$ cat config.mk
export PLATFORM = sky130hd
export DESIGN_NAME = alu_regfile_flat
export DESIGN_NICKNAME = d
export VERILOG_FILES = /design/src/rtl/alu_pkg.sv /design/src/rtl/alu_regfile_if.sv /design/src/rtl/alu_status_reg.sv /design/src/rtl/alu_regfile.sv /design/src/flat_wrapper.sv
export SDC_FILE = /design/constraint.sdc
export NUM_CORES = 1
export LEC_CHECK = 0
export CORE_UTILIZATION = 35
export DETAILED_ROUTE_END_ITERATION = 10
export PLACE_DENSITY = 0.61
export SLEW_MARGIN = 20
export SYNTH_ARGS = -nofsm -noshare
export SYNTH_HDL_FRONTEND = slang
export SYNTH_SLANG_ARGS = --single-unit
$ cat constraint.sdc
create_clock -name clk -period 3.95 [get_ports clk]
set_input_delay 0.79 -clock clk [delete_from_list [all_inputs] [get_ports clk]]
set_output_delay 0.79 -clock clk [all_outputs]
set_load 0.02 [all_outputs]
$ cat src/rtl/alu_pkg.sv
// alu_pkg: shared ALU/regfile defaults, flag bit positions and function-select codes
package alu_pkg;
  localparam int DEF_DATA_W = 8;
  localparam int DEF_NREGS  = 8;
  localparam int DEF_ADDR_W = 3;
  localparam int FLAG_C = 3;
  localparam int FLAG_N = 2;
  localparam int FLAG_V = 1;
  localparam int FLAG_Z = 0;
  typedef enum logic [3:0] {
    ALU_NOP = 4'd0,
    ALU_ADD = 4'd1,
    ALU_SUB = 4'd2,
    ALU_ADC = 4'd3,
    ALU_SBC = 4'd4,
    ALU_AND = 4'd5,
    ALU_OR  = 4'd6,
    ALU_XOR = 4'd7,
    ALU_SHL = 4'd8,
    ALU_SHR = 4'd9,
    ALU_ROL = 4'd10,
    ALU_ROR = 4'd11,
    ALU_NOT = 4'd12
  } alu_op_e;
endpackage

$ cat src/rtl/alu_regfile_if.sv
// alu_regfile_if: operand read, writeback and status signals between the ALU datapath and its register file
interface alu_regfile_if #(
  parameter int DATA_W = alu_pkg::DEF_DATA_W,
  parameter int ADDR_W = alu_pkg::DEF_ADDR_W
);
  logic              rd_en;
  logic [ADDR_W-1:0] rd_addr_a;
  logic [ADDR_W-1:0] rd_addr_b;
  logic [DATA_W-1:0] op_a;
  logic [DATA_W-1:0] op_b;
  logic              wr_en;
  logic [ADDR_W-1:0] wr_addr;
  logic [DATA_W-1:0] wr_data;
  logic              flag_we;
  logic              c_in;
  logic              n_in;
  logic              v_in;
  logic              z_in;
  logic [3:0]        flags;
  logic              v_sticky;
  logic              clr_sticky;
  modport master (
    output rd_en, rd_addr_a, rd_addr_b, wr_en, wr_addr, wr_data,
           flag_we, c_in, n_in, v_in, z_in, clr_sticky,
    input  op_a, op_b, flags, v_sticky
  );
  modport slave (
    input  rd_en, rd_addr_a, rd_addr_b, wr_en, wr_addr, wr_data,
           flag_we, c_in, n_in, v_in, z_in, clr_sticky,
    output op_a, op_b, flags, v_sticky
  );
endinterface

$ cat src/rtl/alu_status_reg.sv
// alu_status_reg: {C,N,V,Z} status register plus sticky overflow bit
module alu_status_reg
  import alu_pkg::*;
(
  input  logic       clk,
  input  logic       rst,
  input  logic       flag_we_i,
  input  logic       c_i,
  input  logic       n_i,
  input  logic       v_i,
  input  logic       z_i,
  input  logic       clr_sticky_i,
  output logic [3:0] flags_o,
  output logic       v_sticky_o
);
  logic [3:0] flags_q, flags_d, flags_in;
  logic       sticky_q, sticky_d;
  always_comb begin
    flags_in         = '0;
    flags_in[FLAG_C] = c_i;
    flags_in[FLAG_N] = n_i;
    flags_in[FLAG_V] = v_i;
    flags_in[FLAG_Z] = z_i;
  end
  assign flags_d  = flag_we_i ? flags_in : flags_q;
  // a new overflow outranks a simultaneous clear
  assign sticky_d = (flag_we_i & v_i) | (sticky_q & ~clr_sticky_i);
  always_ff @(posedge clk or posedge rst) begin
    if (rst) begin
      flags_q  <= '0;
      sticky_q <= 1'b0;
    end else begin
      flags_q  <= flags_d;
      sticky_q <= sticky_d;
    end
  end
  assign flags_o    = flags_q;
  assign v_sticky_o = sticky_q;
endmodule

$ cat src/rtl/alu_regfile.sv
// alu_regfile: ALU operand register file with registered, write-forwarded reads and status flags
module alu_regfile
  import alu_pkg::*;
#(
  parameter int DATA_W = DEF_DATA_W,
  parameter int NREGS  = DEF_NREGS,
  parameter int ADDR_W = DEF_ADDR_W
) (
  input logic         clk,
  input logic         rst,
  alu_regfile_if.slave bus
);
  logic [DATA_W-1:0] regs_q [NREGS];
  logic [DATA_W-1:0] op_a_q, op_a_d, op_b_q, op_b_d;
  logic              wr_ok, fwd_a, fwd_b;
  // R0 is never written, so it reads back zero and is never a forwarding target
  assign wr_ok  = bus.wr_en && bus.wr_addr != '0;
  assign fwd_a  = wr_ok && bus.wr_addr == bus.rd_addr_a;
  assign fwd_b  = wr_ok && bus.wr_addr == bus.rd_addr_b;
  assign op_a_d = bus.rd_en ? (fwd_a ? bus.wr_data : regs_q[bus.rd_addr_a]) : op_a_q;
  assign op_b_d = bus.rd_en ? (fwd_b ? bus.wr_data : regs_q[bus.rd_addr_b]) : op_b_q;
  always_ff @(posedge clk or posedge rst) begin
    if (rst) begin
      for (int i = 0; i < NREGS; i++) regs_q[i] <= '0;
      op_a_q <= '0;
      op_b_q <= '0;
    end else begin
      if (wr_ok) regs_q[bus.wr_addr] <= bus.wr_data;
      op_a_q <= op_a_d;
      op_b_q <= op_b_d;
    end
  end
  assign bus.op_a = op_a_q;
  assign bus.op_b = op_b_q;
  alu_status_reg u_status (
    .clk          (clk),
    .rst          (rst),
    .flag_we_i    (bus.flag_we),
    .c_i          (bus.c_in),
    .n_i          (bus.n_in),
    .v_i          (bus.v_in),
    .z_i          (bus.z_in),
    .clr_sticky_i (bus.clr_sticky),
    .flags_o      (bus.flags),
    .v_sticky_o   (bus.v_sticky)
  );
endmodule
$ cat src/flat_wrapper.sv
// flat-port wrapper written by rule: the top's interface ports become plain ports
module alu_regfile_flat import alu_pkg::*;
#(
  parameter int DATA_W = DEF_DATA_W,
  parameter int NREGS  = DEF_NREGS,
  parameter int ADDR_W = DEF_ADDR_W
)
  (clk, rst, bus_rd_en, bus_rd_addr_a, bus_rd_addr_b, bus_wr_en, bus_wr_addr, bus_wr_data, bus_flag_we, bus_c_in, bus_n_in, bus_v_in, bus_z_in, bus_clr_sticky, bus_op_a, bus_op_b, bus_flags, bus_v_sticky);
  alu_regfile_if #(.DATA_W(DATA_W), .ADDR_W(ADDR_W)) bus_i ();
  input logic clk;
  input logic rst;
  input wire logic [$bits(bus_i.rd_en)-1:0] bus_rd_en;
  input wire logic [$bits(bus_i.rd_addr_a)-1:0] bus_rd_addr_a;
  input wire logic [$bits(bus_i.rd_addr_b)-1:0] bus_rd_addr_b;
  input wire logic [$bits(bus_i.wr_en)-1:0] bus_wr_en;
  input wire logic [$bits(bus_i.wr_addr)-1:0] bus_wr_addr;
  input wire logic [$bits(bus_i.wr_data)-1:0] bus_wr_data;
  input wire logic [$bits(bus_i.flag_we)-1:0] bus_flag_we;
  input wire logic [$bits(bus_i.c_in)-1:0] bus_c_in;
  input wire logic [$bits(bus_i.n_in)-1:0] bus_n_in;
  input wire logic [$bits(bus_i.v_in)-1:0] bus_v_in;
  input wire logic [$bits(bus_i.z_in)-1:0] bus_z_in;
  input wire logic [$bits(bus_i.clr_sticky)-1:0] bus_clr_sticky;
  output wire logic [$bits(bus_i.op_a)-1:0] bus_op_a;
  output wire logic [$bits(bus_i.op_b)-1:0] bus_op_b;
  output wire logic [$bits(bus_i.flags)-1:0] bus_flags;
  output wire logic [$bits(bus_i.v_sticky)-1:0] bus_v_sticky;
  assign bus_i.rd_en = bus_rd_en;
  assign bus_i.rd_addr_a = bus_rd_addr_a;
  assign bus_i.rd_addr_b = bus_rd_addr_b;
  assign bus_i.wr_en = bus_wr_en;
  assign bus_i.wr_addr = bus_wr_addr;
  assign bus_i.wr_data = bus_wr_data;
  assign bus_i.flag_we = bus_flag_we;
  assign bus_i.c_in = bus_c_in;
  assign bus_i.n_in = bus_n_in;
  assign bus_i.v_in = bus_v_in;
  assign bus_i.z_in = bus_z_in;
  assign bus_i.clr_sticky = bus_clr_sticky;
  assign bus_op_a = bus_i.op_a;
  assign bus_op_b = bus_i.op_b;
  assign bus_flags = bus_i.flags;
  assign bus_v_sticky = bus_i.v_sticky;
  alu_regfile #(.DATA_W(DATA_W), .NREGS(NREGS), .ADDR_W(ADDR_W)) u_core (.clk(clk), .rst(rst), .bus(bus_i));
endmodule
* After elaboration in Yosys (flattened, before gate mapping) *
Index checks and enable logic that the tools add are counted.

word-level totals
  memories = 0
  bits in latches = 0
  RAM bits = 0
  bits of input ports = 27
  ROM bits = 0
  bits in registers = 85
  logic and storage cells = 41
  output and inout bits = 21

operators by class
  $lt $le $gt $ge = 4
  muxes and demuxes = 11
  equality and inequality tests = 2
  shift operators = 0
  multipliers = 0
  add/sub/neg operators = 0
  bitwise operators = 7
  divide/modulo/power cells = 0
  reduce and logical (&&, ||, !) cells = 5

operators with widths
  operator            count
  $bwmux 64           1
  $mux 8              7
  $bmux 8 s3          2
  $demux 8 s3         1
  $ge 4x4->1 const B  3
  $not 3->4           3
  $eq 3x3->1          2
  $logic_and 1x1->1   4
  $lt 4x1->1 const B  1
  $reduce_bool 3->1   1
  $and 1x1->1         2
  $not 1->1           1
  $or 1x1->1          1

* Depth between registers and ports, before layout *
  depth in word-level cells = 6
  mapped depth = 6
  gate-level depth less buffers = 4

* Cells and area by module *
A second synthesis with hierarchy kept.

second synthesis, totals
  cells, all modules = 284
  area total of the unflattened synthesis = 4405.5 um2

modules (own cells, without submodules)
  module          seq. area each (um2)  cells each  area each (um2)  instances
  alu_regfile     2001.9                270         4221.5           1
  alu_status_reg  125.1                 14          183.9            1

* Worst setup path before layout *
OpenSTA, ideal clock, no wires.

  path kind = input to register
  start point = input bus_rd_addr_b[2]
  end point = register u_core.op_b_q[7] (netlist: u_core.bus.op_b[7])
  required time = 3.824 ns
  arrival = 2.184 ns
  path buffers = 2
  slack = 1.640 ns
  setup time = 0.126 ns
  cell stages on the path = 5
  path through = buf_2 buf_1 mux4_1 mux2_2 a221o_1

between the ends
  cells in the longest elaborated chain, start to end = 5
  elaborated cells on any way between the ends = 7
  classes of those cells = eq/ne (1); mux (4); bitwise (1); reduce/logical (1)

RTL lines
  element                                     line                text
  start, declared                             flat_wrapper.sv:14  input wire logic [$bits(bus_i.rd_addr_b)-1:0] bus_rd_addr_b;
  $not 3->4 (implied by the code)             alu_regfile.sv:21   assign op_b_d = bus.rd_en ? (fwd_b ? bus.wr_data : regs_q[bus.rd_addr_b]) : op_b_q;
  $bmux 8 s3                                  alu_regfile.sv:21
  $mux 8 (implied by the code) (2 in series)  alu_regfile.sv:21
  $mux 8 (*)                                  alu_regfile.sv:21
  end signal, assigned                        alu_regfile.sv:30   op_b_q <= op_b_d;
  end, declared                               alu_regfile.sv:14   logic [DATA_W-1:0] op_a_q, op_a_d, op_b_q, op_b_d;

Mark *: on every way between the ends. The rest lies on a longest branch, timed or not. The select of a mux whose other input is x is not followed.
A chain may end at the register's enable or synchronous reset.

* Worst setup path in the final report *
  start point = input bus_rd_addr_a[2]
  end point = register u_core.op_a_q[0] (netlist: u_core.bus.op_a[0])

between the ends
  cells in the longest elaborated chain, start to end = 5
  elaborated cells on any way between the ends = 7
  classes of those cells = eq/ne (1); mux (4); bitwise (1); reduce/logical (1)

RTL lines
  element                                     line                text
  start, declared                             flat_wrapper.sv:13  input wire logic [$bits(bus_i.rd_addr_a)-1:0] bus_rd_addr_a;
  $not 3->4 (implied by the code)             alu_regfile.sv:20   assign op_a_d = bus.rd_en ? (fwd_a ? bus.wr_data : regs_q[bus.rd_addr_a]) : op_a_q;
  $bmux 8 s3                                  alu_regfile.sv:20
  $mux 8 (implied by the code) (2 in series)  alu_regfile.sv:20
  $mux 8 (*)                                  alu_regfile.sv:20
  end signal, assigned                        alu_regfile.sv:29   op_a_q <= op_a_d;
  end, declared                               alu_regfile.sv:14

Marked as above.

==> flow_summary.json <==
{
  "run_status": "finished, final reports clean",
  "grt_antenna_before_repair": 0,
  "antenna_cells_inserted": 0,
  "route.detailed.vias_per_inst": 5.376,
  "final_period_demand_of_the_worst_path_ns": 2.792,
  "chipWidth_um": 114.3,
  "grt_pass1_vias": 2790,
  "drt_wirelength_um": 10210,
  "setup-tns-final_ns": 0,
  "synth_area_per_cell_um2": 15.75,
  "i_o_pin_count": 48,
  "postRouteAntennaNets": 0,
  "cts.sinks": 85,
  "netlist-cell-type-count": 25,
  "post-cts-setup-buffers": 0,
  "cap_violations": 0,
  "synth.yosys.seq_area_share": 0.4823,
  "clock_tree.buffer_depth": 2,
  "count_of_hold_buffers_inserted_by_post_cts_repair": 0,
  "synth_seq_cells": 85,
  "synth_ff_type": "sky130_fd_sc_hd__dfrtp_1",
  "grt.overflow.total": 0,
  "yosys_warnings": 0,
  "drt-initial-drc-count": 113,
  "fin_crit_sh": 0.7070,
  "start_util": 0.3627,
  "cpLargestDelayFamily": "buffers and inverters",
  "drt_first_pass_iters": 4,
  "timing.critical_path.cells": "clkdlybuf4s50_1, xor2_1, nor4_1, a21boi_1, a221o_1",
  "cp_data_required_time_ns": 4.17,
  "largest_net_degree_at_the_start_of_global_routing": 33,
  "number_of_nets_in_the_synthesized_netlist": 307,
  "worst-path-buf-inv": 1,
  "synthArstFlopShare": 1.000,
  "post_cts_resize_count": 0,
  "cp_slowest_cell": "sky130_fd_sc_hd__clkdlybuf4s50_1",
  "fp.dieH_um": 114.3,
  "achievable-frequency_mhz": 358.1,
  "wl_per_instance_um": 20.55,
  "die_area_mm2": 0.01305,
  "timing_worst_slew_pin_value_ns": 0.8204,
  "clock_insertion_delay_worst_skew_ns": 0.34,
  "rsz0062_at_grt": "false",
  "synth_to_layout_area_growth_pct": 20.34,
  "floorplan.rows": 40,
  "crit_fanout": 13,
  "post_route_cells_drive_above_1_share": 0.3343,
  "setup-violations-final": 0,
  "slew_viol_final": 0,
  "h-tree-depth": 3,
  "buffer_ports.inserted": 47,
  "hp-class": "register to register",
  "finalClockSkew_ns": 0.006341,
  "remaining_drc_errors": 0,
  "timing_hold_violations_final": 0,
  "clk_transition_reported_paths_ns": 0.06,
  "critPathKind": "primary input to register",
  "synth_edf_count": 0,
  "groute.usage.overall": 0.1713,
  "grt_first_pass_wirelength_um": 16230,
  "cp-start-kind": "primary input",
  "tritoncts": "yes",
  "static-leakage-power_nw": 2.245,
  "syn-instance-count": 280,
  "cts-root-buf": "sky130_fd_sc_hd__clkbuf_16",
  "cts_inserted_buffers": 9,
  "gp_congestion": 0.7250,
  "vdd_drop_max_uv": 224.0,
  "num-nets-final": 351,
  "biggest_cell_delay_along_the_critical_path_ns": 0.83,
  "fillCellCount": 1101,
  "dpl.hpwl_um": 6563,
  "critPathArrivalTime_ns": 3.02,
  "relSlewSlack": 0.4502,
  "holdWs_ns": 0.3911,
  "syn_area_mm2": 0.004410,
  "cellPowerDensity_mw_per_mm2": 484.6,
  "setup.worst_path.end_class": "register",
  "routed-via-count": 2672,
  "core_area_mm2": 0.01216
}
[kinds of logic (layout without fill, tap and decap cells)]
group,count (synthesis),in the layout,synth area share
compound gates,20,20,0.04198
mux,107,107,0.3736
simple gates,31,31,0.04653
xor+xnor,6,6,0.01191
buf+inv,31,80,0.04369
flops,85,85,0.4823
[synth_stat cells (3+ instances only)]
library cell | instances | area (um2)
sky130_fd_sc_hd__nand4b_1 | 3 | 26.28
sky130_fd_sc_hd__inv_1 | 3 | 11.26
sky130_fd_sc_hd__dfrtp_1 | 85 | 2127
sky130_fd_sc_hd__clkbuf_1 | 12 | 45.04
sky130_fd_sc_hd__mux4_1 | 22 | 578.1
sky130_fd_sc_hd__buf_6 | 3 | 33.78
sky130_fd_sc_hd__a221o_1 | 16 | 160.2
sky130_fd_sc_hd__mux2_1 | 8 | 90.09
sky130_fd_sc_hd__nor2b_1 | 16 | 100.1
sky130_fd_sc_hd__mux2_2 | 67 | 754.5
sky130_fd_sc_hd__xor2_1 | 6 | 52.55
sky130_fd_sc_hd__mux4_2 | 10 | 225.2
sky130_fd_sc_hd__buf_2 | 8 | 40.04
[cells in the final DEF (no fill, tap or decap), drive strengths merged]
cell type / n
dfrtp: 85
mux2: 75
clkdlybuf4s50: 47
mux4: 32
nor2b: 16
a221o: 16
buf: 14
clkbuf: 12
xor2: 6
clkinv: 4
nand4b: 3
nor3: 3
nor4bb: 2
nand2: 2
inv: 2
o21ai: 2
nor4: 2
a21boi: 2
and3: 2
nand4: 1
clkinvlp: 1
[worst register-to-register path, stage by stage, from the launching register on]
cell and delay [ns]:
sky130_fd_sc_hd__dfrtp_1 0.40, sky130_fd_sc_hd__mux4_1 0.52, sky130_fd_sc_hd__mux2_2 0.28, sky130_fd_sc_hd__a221o_1 0.31
[metal layers]
layer / track usage / vias to the layer above / part of all wire
met5: 0 / - / 0
met4: 0.07100 / 0 / 0.017
met3: 0.02488 / 12 / 0.038
met2: 0.2731 / 72 / 0.49
met1: 0.2353 / 1408 / 0.46
li1: - / 1180 / -
[report_power, final]
| part | leakage, nW | internal [mW] | total (mW) | switching (mW) |
|---|---|---|---|---|
| combinational | 1.06 | 0.389 | 0.632 | 0.243 |
| clock | 0.138 | 0.457 | 0.786 | 0.329 |
| sequential | 1.04 | 1.04 | 1.15 | 0.111 |
| total | 2.24 | 1.89 | 2.57 | 0.683 |
[state kept, by name, indices dropped and copies added, names as in the netlist]
signal and cells:
u_core.bus.op_a 8, u_core.bus.op_b 8, u_core.regs_q 64, u_core.u_status.flags_o 4, u_core.u_status.v_sticky_o 1
[stage by stage]
stage          area [um2]  setup slack, ns  utilization  power (mW)  instances
3_5_place_dp         5029           0.7802       0.4135       1.804        481
2_1_floorplan        4410           0.9665            -       1.572        280
4_1_cts              5308            1.144       0.4364       2.602        497
3_3_place_gp         5029           0.8145       0.4135       1.785        481
6_report             5308            1.158       0.4364       2.572        497
5_1_grt              5308           0.9925       0.4364       2.706        497
[final timing paths]
kind                                               start                        endpoint  slack, ns  depth (start not counted)
setup reg to reg           u_core.regs_q[39]$_DFFE_PP0P_  u_core.bus.op_b[7]$_DFFE_PP0P_       2.32                          3
hold / removal             u_core.regs_q[63]$_DFFE_PP0P_   u_core.regs_q[63]$_DFFE_PP0P_       0.39                          0
hold reg to reg            u_core.regs_q[63]$_DFFE_PP0P_   u_core.regs_q[63]$_DFFE_PP0P_       0.39                          0
max in group asynchronous                            rst   u_core.regs_q[23]$_DFFE_PP0P_       2.37                          3
setup / recovery                        bus_rd_addr_a[2]  u_core.bus.op_a[0]$_DFFE_PP0P_       1.16                          5
min in group asynchronous                            rst  u_core.bus.op_b[3]$_DFFE_PP0P_       0.82                          2
[cell type report]
type,instances,area [um2],area share
flip-flops and latches,85,2127,0.4008
multi-input cells,164,2103,0.3963
repair buffers,61,575.6,0.1084
clock buffers,12,256.5,0.04833
well taps,168,210.2,0.03960
clock inverters,4,22.52,0.004243
inverters,3,12.51,0.002357
No activity file was read; power rests on OpenSTA's default activity.
